$ cat config.mk
export PLATFORM = sky130hd
export DESIGN_NAME = adc_spi_responder
export DESIGN_NICKNAME = d
export VERILOG_FILES = /design/src/rtl/adc_spi_pkg.sv /design/src/rtl/adc_spi_responder_edge_sync.sv /design/src/rtl/adc_spi_responder.sv
export SDC_FILE = /design/constraint.sdc
export NUM_CORES = 1
export LEC_CHECK = 0
export CORE_MARGIN = 8
export CORE_UTILIZATION = 43
export DETAILED_ROUTE_END_ITERATION = 6
export PLACE_DENSITY = 0.79
export SLEW_MARGIN = 10
export SYNTH_ARGS = -nofsm -noshare
export SYNTH_HDL_FRONTEND = slang
export SYNTH_SLANG_ARGS = --single-unit
$ cat constraint.sdc
create_clock -name FPGA_CLK1_50 -period 2.8 [get_ports FPGA_CLK1_50]
set_input_delay 0.56 -clock FPGA_CLK1_50 [delete_from_list [all_inputs] [get_ports FPGA_CLK1_50]]
set_output_delay 0.56 -clock FPGA_CLK1_50 [all_outputs]
set_load 0.03 [all_outputs]
$ cat src/rtl/adc_spi_pkg.sv
// -----------------------------------------------------------------------------
// adc_spi_pkg
// Shared definitions for the SPI ADC responder: FSM state encoding, the
// layout of the 6-bit configuration word, reset/flip constants, and the
// channel-select/result-format helper used when a conversion is latched.
// -----------------------------------------------------------------------------
package adc_spi_pkg;

   typedef enum logic [2:0] {
      IDLE       = 3'd0,
      CONVERTING = 3'd1,
      READY      = 3'd2,
      SHIFT      = 3'd3,
      DONE       = 3'd4
   } state_t;

   localparam int RESULT_BITS = 12;
   localparam int NUM_CH      = 8;
   localparam int CFG_BITS    = 6;

   // Configuration word layout {S/D, O/S, S1, S0, UNI, SLP}
   localparam int CFG_SD  = 5;
   localparam int CFG_OS  = 4;
   localparam int CFG_S1  = 3;
   localparam int CFG_S0  = 2;
   localparam int CFG_UNI = 1;
   localparam int CFG_SLP = 0;

   localparam logic [CFG_BITS-1:0]    RESET_CFG    = 6'b100010;
   localparam logic [RESULT_BITS-1:0] BIPOLAR_FLIP = 12'h800;

   // Channel index is {S1, S0, O/S} for both single-ended and differential.
   function automatic logic [2:0] cfg_channel(input logic [CFG_BITS-1:0] cfg);
      return {cfg[CFG_S1], cfg[CFG_S0], cfg[CFG_OS]};
   endfunction

   // Pick the configured channel and convert offset binary to two's
   // complement when bipolar mode is selected.
   function automatic logic [RESULT_BITS-1:0] select_result(
      input logic [CFG_BITS-1:0]           cfg,
      input logic [NUM_CH*RESULT_BITS-1:0] ch_data
   );
      logic [RESULT_BITS-1:0] raw;
      int unsigned            idx;
      idx = 32'(cfg_channel(cfg));
      raw = ch_data[idx*RESULT_BITS +: RESULT_BITS];
      if (cfg[CFG_UNI]) begin
         return raw;
      end else begin
         return raw ^ BIPOLAR_FLIP;
      end
   endfunction

endpackage

$ cat src/rtl/adc_spi_responder_edge_sync.sv
// -----------------------------------------------------------------------------
// edge_sync
// Multi-stage synchronizer for an asynchronous input followed by registered
// rise/fall pulse generation. Pulses appear STAGES+1 clocks after the pin
// changes. A rise is only reported once a genuine low level has been seen
// after reset, so an input already high at reset release gives no rise.
// Ports:
//   clk, rst_n : clock and asynchronous active-low reset
//   din        : asynchronous input
//   level      : synchronized level
//   rise, fall : one-clock pulses on synchronized edges
// -----------------------------------------------------------------------------
module edge_sync #(
   parameter int STAGES = 2
) (
   input  logic clk,
   input  logic rst_n,
   input  logic din,
   output logic level,
   output logic rise,
   output logic fall
);

   logic [STAGES-1:0] sync_r;
   logic [STAGES-1:0] valid_r;
   logic              prev_r;
   logic              seen_low_r;
   logic              rise_r;
   logic              fall_r;
   logic              synced_s;
   logic              sync_valid_s;

   assign synced_s     = sync_r[STAGES-1];
   assign sync_valid_s = valid_r[STAGES-1];

   // Synchronizer chain, flush tracking and registered edge pulses
   always_ff @(posedge clk or negedge rst_n) begin
      if (!rst_n) begin
         sync_r     <= '0;
         valid_r    <= '0;
         prev_r     <= 1'b0;
         seen_low_r <= 1'b0;
         rise_r     <= 1'b0;
         fall_r     <= 1'b0;
      end else begin
         sync_r     <= STAGES'({sync_r, din});
         valid_r    <= STAGES'({valid_r, 1'b1});
         prev_r     <= synced_s;
         seen_low_r <= seen_low_r | (sync_valid_s & ~synced_s);
         rise_r     <= synced_s & ~prev_r & seen_low_r;
         fall_r     <= ~synced_s & prev_r;
      end
   end

   assign level = synced_s;
   assign rise  = rise_r;
   assign fall  = fall_r;

endmodule

$ cat src/rtl/adc_spi_responder.sv
// -----------------------------------------------------------------------------
// adc_spi_responder
// Emulates an LTC2308-style SPI ADC toward an FPGA initiator. CONVST rise
// latches the selected channel of ch_data and starts a fixed-length
// conversion; CONVST low then frames a 12-bit MSB-first result on ADC_SDO
// while the first 6 SDI bits are captured as the next configuration word.
// Ports:
//   FPGA_CLK1_50 : system clock          reset_n   : async active-low reset
//   ADC_SCK/ADC_CONVST/ADC_SDI : SPI inputs (asynchronous, synchronized here)
//   ADC_SDO      : result serial output
//   ch_data      : eight 12-bit samples, channel n at [12n+11:12n]
//   cfg_word     : last accepted config  cfg_valid : strobe on cfg update
//   err_early    : strobe when CONVST falls during conversion
//   busy         : high while converting
// -----------------------------------------------------------------------------
module adc_spi_responder
   import adc_spi_pkg::*;
#(
   parameter int CONV_CYCLES = 80,
   parameter int SYNC_STAGES = 2
) (
   input  logic                          FPGA_CLK1_50,
   input  logic                          reset_n,
   input  logic                          ADC_SCK,
   input  logic                          ADC_CONVST,
   input  logic                          ADC_SDI,
   output logic                          ADC_SDO,
   input  logic [NUM_CH*RESULT_BITS-1:0] ch_data,
   output logic [CFG_BITS-1:0]           cfg_word,
   output logic                          cfg_valid,
   output logic                          err_early,
   output logic                          busy
);

   localparam int CNT_W = (CONV_CYCLES > 2) ? $clog2(CONV_CYCLES) : 1;
   localparam logic [CNT_W-1:0] CNT_LAST = CNT_W'(CONV_CYCLES - 1);

   logic sck_level_s, sck_rise_s, sck_fall_s;
   logic cnv_level_s, cnv_rise_s, cnv_fall_s;
   logic sdi_level_s, sdi_rise_s, sdi_fall_s;
   logic unused_ok_s;

   state_t                 state_r, state_next_s;
   logic [CNT_W-1:0]       conv_cnt_r, conv_cnt_next_s;
   logic [RESULT_BITS-1:0] result_r, result_next_s;
   logic [3:0]             bit_cnt_r, bit_cnt_next_s;
   logic [3:0]             out_cnt_r, out_cnt_next_s;
   logic [CFG_BITS-1:0]    cfg_shift_r, cfg_shift_next_s;
   logic [CFG_BITS-1:0]    cfg_word_r, cfg_word_next_s;
   logic                   cfg_valid_r, cfg_valid_next_s;
   logic                   err_early_r, err_early_next_s;
   logic                   early_r, early_next_s;
   logic                   sdo_r, sdo_next_s;
   logic                   busy_r, busy_next_s;
   logic                   start_conv_s, frame_end_s, enter_shift_s;

   edge_sync #(.STAGES(SYNC_STAGES)) u_sync_sck (
      .clk(FPGA_CLK1_50), .rst_n(reset_n), .din(ADC_SCK),
      .level(sck_level_s), .rise(sck_rise_s), .fall(sck_fall_s)
   );

   edge_sync #(.STAGES(SYNC_STAGES)) u_sync_cnv (
      .clk(FPGA_CLK1_50), .rst_n(reset_n), .din(ADC_CONVST),
      .level(cnv_level_s), .rise(cnv_rise_s), .fall(cnv_fall_s)
   );

   edge_sync #(.STAGES(SYNC_STAGES)) u_sync_sdi (
      .clk(FPGA_CLK1_50), .rst_n(reset_n), .din(ADC_SDI),
      .level(sdi_level_s), .rise(sdi_rise_s), .fall(sdi_fall_s)
   );

   // S/D and SLP do not alter behaviour; the spare sync outputs are unused
   assign unused_ok_s = &{1'b0, sck_level_s, cnv_level_s, sdi_rise_s, sdi_fall_s,
                          cfg_word_r[CFG_SD], cfg_word_r[CFG_SLP]};

   // Next-state and next-datapath decode for the conversion/shift FSM
   always_comb begin
      state_next_s     = state_r;
      conv_cnt_next_s  = conv_cnt_r;
      result_next_s    = result_r;
      bit_cnt_next_s   = bit_cnt_r;
      out_cnt_next_s   = out_cnt_r;
      cfg_shift_next_s = cfg_shift_r;
      cfg_word_next_s  = cfg_word_r;
      cfg_valid_next_s = 1'b0;
      err_early_next_s = 1'b0;
      early_next_s     = early_r;
      sdo_next_s       = 1'b0;
      start_conv_s     = 1'b0;
      frame_end_s      = 1'b0;
      enter_shift_s    = 1'b0;

      case (state_r)
         IDLE: begin
            if (cnv_rise_s) begin
               start_conv_s = 1'b1;
            end else begin
               state_next_s = IDLE;
            end
         end
         CONVERTING: begin
            if (cnv_fall_s) begin
               err_early_next_s = 1'b1;
               early_next_s     = 1'b1;
            end else begin
               early_next_s = early_r;
            end
            if (conv_cnt_r == CNT_LAST) begin
               // A frame already opened early goes straight to shifting
               if (early_r || cnv_fall_s) begin
                  enter_shift_s = 1'b1;
               end else begin
                  state_next_s = READY;
               end
            end else begin
               conv_cnt_next_s = conv_cnt_r + CNT_W'(1);
            end
         end
         READY: begin
            if (cnv_fall_s) begin
               enter_shift_s = 1'b1;
            end else begin
               state_next_s = READY;
            end
         end
         SHIFT: begin
            if (cnv_rise_s) begin
               frame_end_s = 1'b1;
            end else begin
               if (sck_fall_s && (out_cnt_r < 4'd12)) begin
                  out_cnt_next_s = out_cnt_r + 4'd1;
               end else begin
                  out_cnt_next_s = out_cnt_r;
               end
               if (sck_rise_s) begin
                  if (bit_cnt_r < 4'd6) begin
                     cfg_shift_next_s = {cfg_shift_r[CFG_BITS-2:0], sdi_level_s};
                  end else begin
                     cfg_shift_next_s = cfg_shift_r;
                  end
                  bit_cnt_next_s = bit_cnt_r + 4'd1;
                  if (bit_cnt_r == 4'd11) begin
                     state_next_s = DONE;
                  end else begin
                     state_next_s = SHIFT;
                  end
               end else begin
                  bit_cnt_next_s = bit_cnt_r;
               end
            end
         end
         DONE: begin
            if (cnv_rise_s) begin
               frame_end_s = 1'b1;
            end else begin
               state_next_s = DONE;
            end
         end
         default: begin
            state_next_s = IDLE;
         end
      endcase

      if (enter_shift_s) begin
         state_next_s     = SHIFT;
         bit_cnt_next_s   = 4'd0;
         out_cnt_next_s   = 4'd0;
         cfg_shift_next_s = '0;
      end else begin
         cfg_shift_next_s = cfg_shift_next_s;
      end

      // Config update happens first so the new conversion sees it
      if (frame_end_s && (bit_cnt_r >= 4'd6)) begin
         cfg_word_next_s  = cfg_shift_r;
         cfg_valid_next_s = 1'b1;
      end else begin
         cfg_word_next_s  = cfg_word_next_s;
      end

      if (start_conv_s || frame_end_s) begin
         result_next_s   = select_result(cfg_word_next_s, ch_data);
         conv_cnt_next_s = '0;
         early_next_s    = 1'b0;
         state_next_s    = CONVERTING;
      end else begin
         result_next_s   = result_next_s;
      end

      if ((state_next_s == SHIFT) && (out_cnt_next_s < 4'd12)) begin
         sdo_next_s = result_next_s[4'd11 - out_cnt_next_s];
      end else begin
         sdo_next_s = 1'b0;
      end

      busy_next_s = (state_next_s == CONVERTING);
   end

   // State and datapath registers
   always_ff @(posedge FPGA_CLK1_50 or negedge reset_n) begin
      if (!reset_n) begin
         state_r     <= IDLE;
         conv_cnt_r  <= '0;
         result_r    <= '0;
         bit_cnt_r   <= 4'd0;
         out_cnt_r   <= 4'd0;
         cfg_shift_r <= '0;
         cfg_word_r  <= RESET_CFG;
         cfg_valid_r <= 1'b0;
         err_early_r <= 1'b0;
         early_r     <= 1'b0;
         sdo_r       <= 1'b0;
         busy_r      <= 1'b0;
      end else begin
         state_r     <= state_next_s;
         conv_cnt_r  <= conv_cnt_next_s;
         result_r    <= result_next_s;
         bit_cnt_r   <= bit_cnt_next_s;
         out_cnt_r   <= out_cnt_next_s;
         cfg_shift_r <= cfg_shift_next_s;
         cfg_word_r  <= cfg_word_next_s;
         cfg_valid_r <= cfg_valid_next_s;
         err_early_r <= err_early_next_s;
         early_r     <= early_next_s;
         sdo_r       <= sdo_next_s;
         busy_r      <= busy_next_s;
      end
   end

   assign ADC_SDO   = sdo_r;
   assign cfg_word  = cfg_word_r;
   assign cfg_valid = cfg_valid_r;
   assign err_early = err_early_r;
   assign busy      = busy_r;

endmodule

==> metrics <==
initial core utilization=0.4434; fmax=326.0 MHz; Final Cell Area=5512 µm²; Final Skew=0.007503 ns; vias=3370; TritonCTS buffer count=9; Final Hold Viols=0; CTS clk-pin slew, worst paths=0.08 ns; Synth Area in Simple Gates=0.1672; Detailed Place HPWL=8282 µm; most common cell after layout, fill and taps aside=clkdlybuf4s50_1; Synth Area in Compound Gates=0.1456; Ports=111; Synth Instances=362; syn_nets=468; area delta synth->final=51.27%; DRT Wirelength=10340 µm; Synth Register Bits=63; Vias per Instance=5.290; Req. time, crit path=3.04 ns; Clock Path Buffers=2; Initial DRC Count=170; GPL Wtd Cong=0.8651; Main synth FF type=dfrtp_1; # DRC=0; Synth Area in Adders=0.01717; syn avg cell area=10.06 µm²; ANT nets after route=0; final setup fails=1; CP Class=reg -> reg; Post-Syn Area=3643 µm²; peak supply drop=0.0002273 V; CTS tree=yes; Ys Warns=0; Hold WC Path Type=in -> async; max-cap viol count=0; RSZ-0062 raised after global routing=true; Wirelength per Cell=16.23 µm; Lkg Pwr=2.521 nW; largest net degree at the start of global routing=64; crit-path max FO=7; EDFF count, synth=0; clk sinks=63; Die Y=108.1 µm; Synth cell types=57; first-pass GRT wire length=17020 µm; violated checks=negative setup slack; Max Slew Vio Count=0; ANT cells=0; Power Dens Cells=435.2 nW/µm²; Final period util=1.096; area post-placement=5230 µm²; Horiz. Die Dim=108.1 µm; initial antenna violation count=0; status=complete, but fails checks; layout cells sized above 1=0.1955; Rows=33; Port Buffers=110; worst setup margin=-0.2677 ns; Startpoint Class=flop; Place WS=-0.3674 ns; relative slew slack=0.6582; crit path capture type=flop; Slew @ Worst Pin=0.5126 ns; GRT Util Overall=0.1838; crit path DAT=3.31 ns; final setup TNS=-0.2677 ns; hold_buf cts=0; root buffer cell=clkbuf_8; Worst-Skew Late Latency=0.34 ns; Seq/Total Area, Yosys=0.4334; DRT Pass-1 Iters=4; most frequent cells in the layout=clkdlybuf4s50_1 (109), dfrtp_1 (61), buf_4 (55); htree depth=3; core area=8217 µm²; GR Overflow Total=0; main combinational cell family by area after synthesis=multiplexers; Post-Synth XOR/XNOR Area=0.01923; mux cell area share after synthesis=0.1693; min cycle time layout=3.068 ns; Die Area=11670 µm²; final net count=633; total power=0.002398 W; post-synthesis async set-or-reset flop share=1.000; vias in the first global route=3589
## stage by stage
stage,std cells,util,hold slack [ns]
floorplan,362,-,0.2644
global placement,614,0.6365,0.3322
detailed placement,614,0.6365,0.3364
CTS,637,0.6708,0.2218
global route,637,0.6708,0.2251
finish,637,0.6708,0.2144
## report_power, final
part / switching (W) / leakage, nW / total [W] / internal [W]
logic: 0.000238 / 1.65 / 0.000554 / 0.000316
registers: 0.0000831 / 0.787 / 0.00113 / 0.00105
clock network: 0.000385 / 0.0866 / 0.000714 / 0.000329
## cell families (layout without fill, tap and decap cells)
group           count (synthesis)  after routing
mux                            55             55
flops                          63             63
other cells                     1              1
buf+inv                        35            205
compound gates                 69             69
xor+xnor                        8              8
fa+ha+maj                       5              5
simple gates                  126            126
## timing repair
item,4_1_cts,5_1_grt
endpoints found under the hold margin,0,0
gates resized for setup,8,0
endpoints found under the setup margin,1,1
pin swaps,4,0
buffers inserted,7,0
## layer usage
layer / wire, µm / up-vias / part of all wire / global-route usage
li1: - / 1641 / - / -
met1: 4318 / 1617 / 0.42 / 0.2134
met2: 5342 / 96 / 0.52 / 0.3187
met3: 459 / 16 / 0.044 / 0.04759
met4: 221 / 0 / 0.021 / 0.06739
met5: 0 / - / 0 / 0
## Yosys cell counts (2+ instances only)
library cell	count	area (µm²)
a2111oi_0	2	17.52
a211oi_1	6	45.04
a21o_1	2	15.01
a21oi_1	10	50.05
a221o_1	2	20.02
a311oi_1	2	17.52
a32o_1	4	40.04
a32oi_1	4	35.03
a41oi_1	2	17.52
and3_1	2	12.51
buf_2	2	10.01
buf_4	2	15.01
buf_6	4	45.04
clkbuf_1	7	26.28
dfrtp_1	61	1526
dfstp_2	2	52.55
ha_1	5	62.56
inv_1	18	67.56
inv_2	2	7.510
mux2_2	3	33.78
mux2i_1	47	470.5
mux4_2	4	90.09
nand2_1	48	180.2
nand2b_1	5	31.28
nand3_1	10	50.05
nand3b_1	3	22.52
nand4_1	4	25.02
nor2_1	31	116.4
nor2b_1	7	43.79
nor3_1	2	10.01
o211ai_1	6	45.04
o21a_1	3	22.52
o21ai_0	8	40.04
o21ai_1	5	25.02
o221ai_1	4	35.03
or2_2	2	12.51
or3_1	5	31.28
xnor2_1	4	35.03
xor2_1	4	35.03
## layout make-up
cell class	instances	area (µm²)
Fill cell	604	2705
Inverter	20	75.07
Tap cell	105	131.4
Clock buffer	9	123.9
Multi-Input combinational cell	264	1958
Timing Repair Buffer	169	1589
Sequential cell	63	1579
Clock inverter	7	55.05
## critical path, cell delays in order, from the launching register on
cell       delay (ns)
dfrtp_1          0.37
inv_1            0.06
ha_2             0.17
o21a_1           0.20
o221ai_4         0.25
buf_12           0.17
a2bb2oi_4        0.07
buf_4            0.17
o211ai_1         0.17
nand4_1          0.16
xnor2_2          0.19
mux4_2           0.48
o311a_1          0.33
nor4_2           0.18
## path summary, 6_finish.rpt
path                                       startpoint                     to  slack [ns]  depth (start not counted)
min in group FPGA_CLK1_50       u_sync_cnv.valid_r[0]  u_sync_cnv.valid_r[1]        0.35                          0
worst min-delay path                          reset_n                   busy        0.21                          2
worst max-delay path                     bit_cnt_r[0]                ADC_SDO       -0.27                         13
worst min register to register  u_sync_cnv.valid_r[0]  u_sync_cnv.valid_r[1]        0.35                          0
worst max register to register           bit_cnt_r[0]                ADC_SDO       -0.27                         13
max in group asynchronous                     reset_n            cfg_word[1]        2.27                          2
## registers in the layout, summed over array words and instances (netlist names), 3 cells and up
name	count
conv_cnt_r	7
result_r	12
bit_cnt_r	4
state_r	3
out_cnt_r	4
cfg_word	6
cfg_shift_r	6
(Power assumes the default switching activity.)
